<file path="config.mk">
export PLATFORM = sky130hd
export DESIGN_NAME = fifo_uart_reader
export DESIGN_NICKNAME = d
export VERILOG_FILES = /design/src/rtl/fifo_uart_reader.sv
export SDC_FILE = /design/constraint.sdc
export NUM_CORES = 1
export LEC_CHECK = 0
export CAP_MARGIN = 20
export CORE_AREA = 2 2 76 78
export CTS_CLUSTER_DIAMETER = 60
export CTS_CLUSTER_SIZE = 10
export DETAILED_ROUTE_END_ITERATION = 8
export DIE_AREA = 0 0 78 80
export GPL_TIMING_DRIVEN = 0
export SLEW_MARGIN = 40
export SYNTH_ARGS = -nofsm -noshare
export SYNTH_HDL_FRONTEND = slang
export SYNTH_SLANG_ARGS = --single-unit
</file>
<file path="constraint.sdc">
create_clock -name clk -period 2.6 [get_ports clk]
set_input_delay 0.52 -clock clk [delete_from_list [all_inputs] [get_ports clk]]
set_output_delay 0.52 -clock clk [all_outputs]
set_load 0.005 [all_outputs]
</file>
<file path="src/rtl/fifo_uart_reader.sv">
// Purpose : drains the sample FIFO and sends each WIDTH-bit code as two 8N1 UART bytes, high byte first.
// Latency : RdEnable in the cycle IDLE sees a non-empty FIFO; start bit 2 cycles later; word period 20*BAUD_DIV+2.
// Backpr. : no pop while Empty=1 or Enable=0 (Enable only sampled in IDLE); a started word always completes.
//
// Ports:
//   clk        system clock
//   Reset      asynchronous active-low reset; all outputs go to idle values immediately
//   Enable     drain enable, looked at only while idle
//   Empty      FIFO empty flag
//   RdData     FIFO read data, valid the cycle after RdEnable
//   RdEnable   single-cycle FIFO pop strobe
//   TxD        UART line, idles high
//   Busy       high while a word is being fetched or shifted out
//   WordCount  words fully transmitted since reset, wraps modulo 2^16
//
// WIDTH must lie in 9..16 so the high byte holds 1..8 bits; BAUD_DIV must be at least 2.

module fifo_uart_reader #(
    parameter int WIDTH    = 10,
    parameter int BAUD_DIV = 868
) (
    input  logic             clk,
    input  logic             Reset,
    input  logic             Enable,
    input  logic             Empty,
    input  logic [WIDTH-1:0] RdData,
    output logic             RdEnable,
    output logic             TxD,
    output logic             Busy,
    output logic [15:0]      WordCount
);

    // Baud counter just wide enough to reach BAUD_DIV-1.
    localparam int BCW = (BAUD_DIV > 1) ? $clog2(BAUD_DIV) : 1;
    localparam logic [BCW-1:0] BAUD_LAST = BCW'(BAUD_DIV - 1);

    typedef enum logic [2:0] {
        ST_IDLE  = 3'd0,
        ST_FETCH = 3'd1,
        ST_START = 3'd2,
        ST_DATA  = 3'd3,
        ST_STOP  = 3'd4
    } state_t;

    state_t           state_q,      state_d;
    logic [BCW-1:0]   baud_cnt_q,   baud_cnt_d;
    logic [2:0]       bit_idx_q,    bit_idx_d;
    logic             byte_idx_q,   byte_idx_d;
    logic [WIDTH-1:0] word_q,       word_d;
    logic [15:0]      word_count_q, word_count_d;

    logic             pop;
    logic             baud_done;
    logic [7:0]       hi_byte;
    logic [7:0]       cur_byte;
    logic             tx_bit;

    // ------------------------------------------------------------------
    // State and datapath registers
    // ------------------------------------------------------------------
    always_ff @(posedge clk or negedge Reset) begin
        if (!Reset) begin
            state_q      <= ST_IDLE;
            baud_cnt_q   <= '0;
            bit_idx_q    <= '0;
            byte_idx_q   <= 1'b0;
            word_q       <= '0;
            word_count_q <= '0;
        end else begin
            state_q      <= state_d;
            baud_cnt_q   <= baud_cnt_d;
            bit_idx_q    <= bit_idx_d;
            byte_idx_q   <= byte_idx_d;
            word_q       <= word_d;
            word_count_q <= word_count_d;
        end
    end

    assign baud_done = (baud_cnt_q == BAUD_LAST);

    // ------------------------------------------------------------------
    // Next-state logic. The baud counter is cleared on every state entry
    // and at every data-bit boundary, so each line symbol lasts exactly
    // BAUD_DIV cycles regardless of which state produced it.
    // ------------------------------------------------------------------
    always_comb begin
        state_d      = state_q;
        baud_cnt_d   = baud_cnt_q;
        bit_idx_d    = bit_idx_q;
        byte_idx_d   = byte_idx_q;
        word_d       = word_q;
        word_count_d = word_count_q;
        pop          = 1'b0;

        case (state_q)
            ST_IDLE: begin
                if (Enable && !Empty) begin
                    pop        = 1'b1;
                    state_d    = ST_FETCH;
                    baud_cnt_d = '0;
                end
            end

            // RdData is valid now, one cycle after the pop.
            ST_FETCH: begin
                word_d     = RdData;
                byte_idx_d = 1'b0;
                bit_idx_d  = '0;
                baud_cnt_d = '0;
                state_d    = ST_START;
            end

            ST_START: begin
                if (baud_done) begin
                    baud_cnt_d = '0;
                    bit_idx_d  = '0;
                    state_d    = ST_DATA;
                end else begin
                    baud_cnt_d = baud_cnt_q + BCW'(1);
                end
            end

            ST_DATA: begin
                if (baud_done) begin
                    baud_cnt_d = '0;
                    if (bit_idx_q == 3'd7) begin
                        state_d = ST_STOP;
                    end else begin
                        bit_idx_d = bit_idx_q + 3'd1;
                    end
                end else begin
                    baud_cnt_d = baud_cnt_q + BCW'(1);
                end
            end

            // After the high byte's stop bit the low byte's start bit
            // follows immediately; after the low byte the word is done.
            ST_STOP: begin
                if (baud_done) begin
                    baud_cnt_d = '0;
                    bit_idx_d  = '0;
                    if (!byte_idx_q) begin
                        byte_idx_d = 1'b1;
                        state_d    = ST_START;
                    end else begin
                        byte_idx_d   = 1'b0;
                        word_count_d = word_count_q + 16'd1;
                        state_d      = ST_IDLE;
                    end
                end else begin
                    baud_cnt_d = baud_cnt_q + BCW'(1);
                end
            end

            default: begin
                state_d    = ST_IDLE;
                baud_cnt_d = '0;
            end
        endcase
    end

    // ------------------------------------------------------------------
    // Line encoding. Decoded from registers only, so TxD changes only
    // right after a clock edge (or immediately on reset).
    // ------------------------------------------------------------------
    always_comb begin
        hi_byte                = '0;
        hi_byte[WIDTH-9:0]     = word_q[WIDTH-1:8];
        cur_byte               = byte_idx_q ? word_q[7:0] : hi_byte;
        case (state_q)
            ST_START: tx_bit = 1'b0;
            ST_DATA:  tx_bit = cur_byte[bit_idx_q];
            default:  tx_bit = 1'b1;
        endcase
    end

    // The state register is already forced to IDLE by the asynchronous
    // reset; RdEnable is additionally gated by Reset because in IDLE it is
    // a function of the live Enable/Empty inputs and would otherwise pulse
    // while the block is held in reset.
    assign RdEnable  = pop & Reset;
    assign TxD       = tx_bit;
    assign Busy      = (state_q != ST_IDLE);
    assign WordCount = word_count_q;

endmodule

</file>
==> impl_metrics.ini <==
[worst_setup_path]
cp-start-kind = flop
timing.critical_path.from = bit_idx_q[0]$_DFFE_PN0P_
critPathKind = flop to output port
crit_arrival_ns = 1.98
reg2reg_depth = 6
cp-end-kind = output port
r2r_slack_ns = 0.26
crit_path_max_fanout = 5
rr_startpoint = baud_cnt_q[0]$_DFFE_PN0P_
worstPathRequired_ns = 2.08
rr_endpoint = baud_cnt_q[2]$_DFFE_PN0P_

[drt]
drt-pass1-iter-count = 4
dr_total_vias = 1539
drtIter0Drc = 94
wirelength_um = 4100
wl_per_cell_um = 13.8
antenna_left = 0
drc = 0
via_per_inst = 5.18

[synthesis]
netlist_instances = 185
avgSynthCellArea_um2 = 11.5
async_flop_share = 1.00
syn_nets = 203
synth-edff-count = 0
yosysSeqAreaShare = 0.506
synth-main-ff-cell = dfrtp_1
yosysUniqueCellTypes = 42
synth_area_um2 = 2130
yosysWarnings = 0
ys_ff_latch = 43

[sta]
finalSetupTns_ns = 0
fmax_mhz = 400
worst_slack_ns = 0.0980
period_needed_ns = 2.50
slew_headroom = 0.464
fin_skew_ns = 0.00706
slew_violations = 0
fin_crit_sh = 0.962
finalSetupViolations = 0
hold_viol = 0
worst_pin_slew_ns = 0.797
rsz0062_at_grt = false

[clock_tree]
cts_tree = built
clock_sinks = 43
cts_max_level = 2
clockBufferDepth = 2
insertion_delay_ns = 0.30
cts_hold_buf = 0
cts-root-buf = clkbuf_8
path_clk_slew_ns = 0.09
cts_buffers = 5
cts_setup_buffers = 0

[status]
run_status = completed

[run]
maxCapViolations = 0

[cells_and_area]
final_nets = 242
post-route-util = 0.490
layout_common_cells = dfrtp_1, clkdlybuf4s50_1, mux2_2
diodes = 0
stdcell_area_um2 = 2650
area_growth_pct = 24.7
final_common_cell = dfrtp_1
layout-drive-gt1-share = 0.160

[floorplanning]
die-height_um = 80
io_pins = 33
initial_core_util = 0.393
dieArea_um2 = 6240
rows = 27
core-area_um2 = 5410
die_w_um = 78

[power_and_ir_drop]
powerDensity_nw_per_um2 = 695
p_leak_uw = 0.00108
peakVddDrop_mv = 0.374

[grt]
antenna_found_initial = 0
overflow = 0
grt_use_total = 0.142
grt_max_degree = 40
grt_pass1_vias = 1514
grt_pass1_wl_um = 6970

[placed_design]
gp_congestion = 0.758
dp_slack_ns = 0.0453
place_area_um2 = 2550
io_buffers = 32
dp_hpwl_um = 2870

[worst_hold_path]
worstHoldPathType = primary input to asynchronous set/reset pin
power breakdown:
part / internal (µW) / switching, µW
Clock: 192 / 250
Sequential: 805 / 120
Combinational: 267 / 206
Total: 1260 / 576
routing by layer:
metal  share of wire  up-vias  GRT usage
met5               0        -          0
met4           0.016        0     0.0579
li1                -      758          -
met1            0.50      752      0.199
met3           0.032        7     0.0317
met2            0.45       22      0.212
registers in the layout (all words and copies together), names as in the netlist:
| signal | cells |
|---|---|
| state_q | 3 |
| WordCount | 16 |
| word_q | 10 |
| bit_idx_q | 3 |
| baud_cnt_q | 10 |
| byte_idx_q | 1 |
per-stage QoR:
stage | hold WS (ns) | total power [µW] | cells
2_1_floorplan | 0.224 | 1260 | 185
3_3_place_gp | 0.459 | 1400 | 289
3_5_place_dp | 0.342 | 1420 | 290
4_1_cts | 0.0162 | 1870 | 298
5_1_grt | 0.00472 | 1960 | 297
6_report | 0.0173 | 1840 | 297
synth_stat cells, types with 3 or more instances:
| cell | number | area share |
|---|---|---|
| nand3_1 | 9 | 0.021 |
| nand2b_1 | 3 | 0.0088 |
| nand2_1 | 13 | 0.023 |
| mux2_2 | 14 | 0.074 |
| and3_1 | 3 | 0.0088 |
| xor2_1 | 7 | 0.029 |
| dfrtp_1 | 43 | 0.51 |
| o21ai_0 | 5 | 0.012 |
| ha_1 | 4 | 0.024 |
| a21oi_1 | 5 | 0.012 |
| clkbuf_1 | 4 | 0.0071 |
| xnor2_1 | 13 | 0.054 |
| o2111ai_1 | 3 | 0.012 |
| nor2_1 | 11 | 0.019 |
| nand4_1 | 5 | 0.015 |
| o211ai_1 | 4 | 0.014 |
| or3_1 | 4 | 0.012 |
| and4_1 | 4 | 0.016 |
kinds of logic after synthesis:
| logic type | count (synthesis) | synth area share |
|---|---|---|
| and+or+nand+nor | 67 | 0.187 |
| DFF | 43 | 0.506 |
| AOI/OAI and AO/OA | 25 | 0.0812 |
| xor gates and xnor gates | 20 | 0.0824 |
| muxes | 18 | 0.105 |
| buffers and inverters | 8 | 0.0153 |
| adders and majority gates | 4 | 0.0235 |
timing repair:
action	4_1_cts	5_1_grt
pin swaps	0	0
resized for setup	1	5
setup endpoints to repair	1	1
worst max-delay path, stage by stage (launching register included):
cell	delay [ns]
dfrtp_2	0.45
mux4_2	0.52
mux2i_1	0.14
o21ai_0	0.11
clkdlybuf4s50_1	0.47
how the worst max path moves through the flow:
stage,end,slack (ns),depth (start not counted)
floorplan,byte_idx_q$_DFFE_PN0P_,0.59,6
global placement,RdEnable,-1.16,4
detailed placement,RdEnable,0.05,6
CTS,RdEnable,0.04,6
global route,TxD,0.0009,4
finish,TxD,0.1,4
area by class of cell:
cell class | count | area [µm²]
Clock inverter | 3 | 25.0
Buffer | 6 | 28.8
Clock buffer | 5 | 68.8
Inverter | 1 | 3.75
Tap cell | 72 | 90.1
Fill cell | 529 | 2760
Multi-Input combinational cell | 134 | 1020
Timing Repair Buffer | 33 | 338
Sequential cell | 43 | 1080
Power figures use the tool's default switching activity.
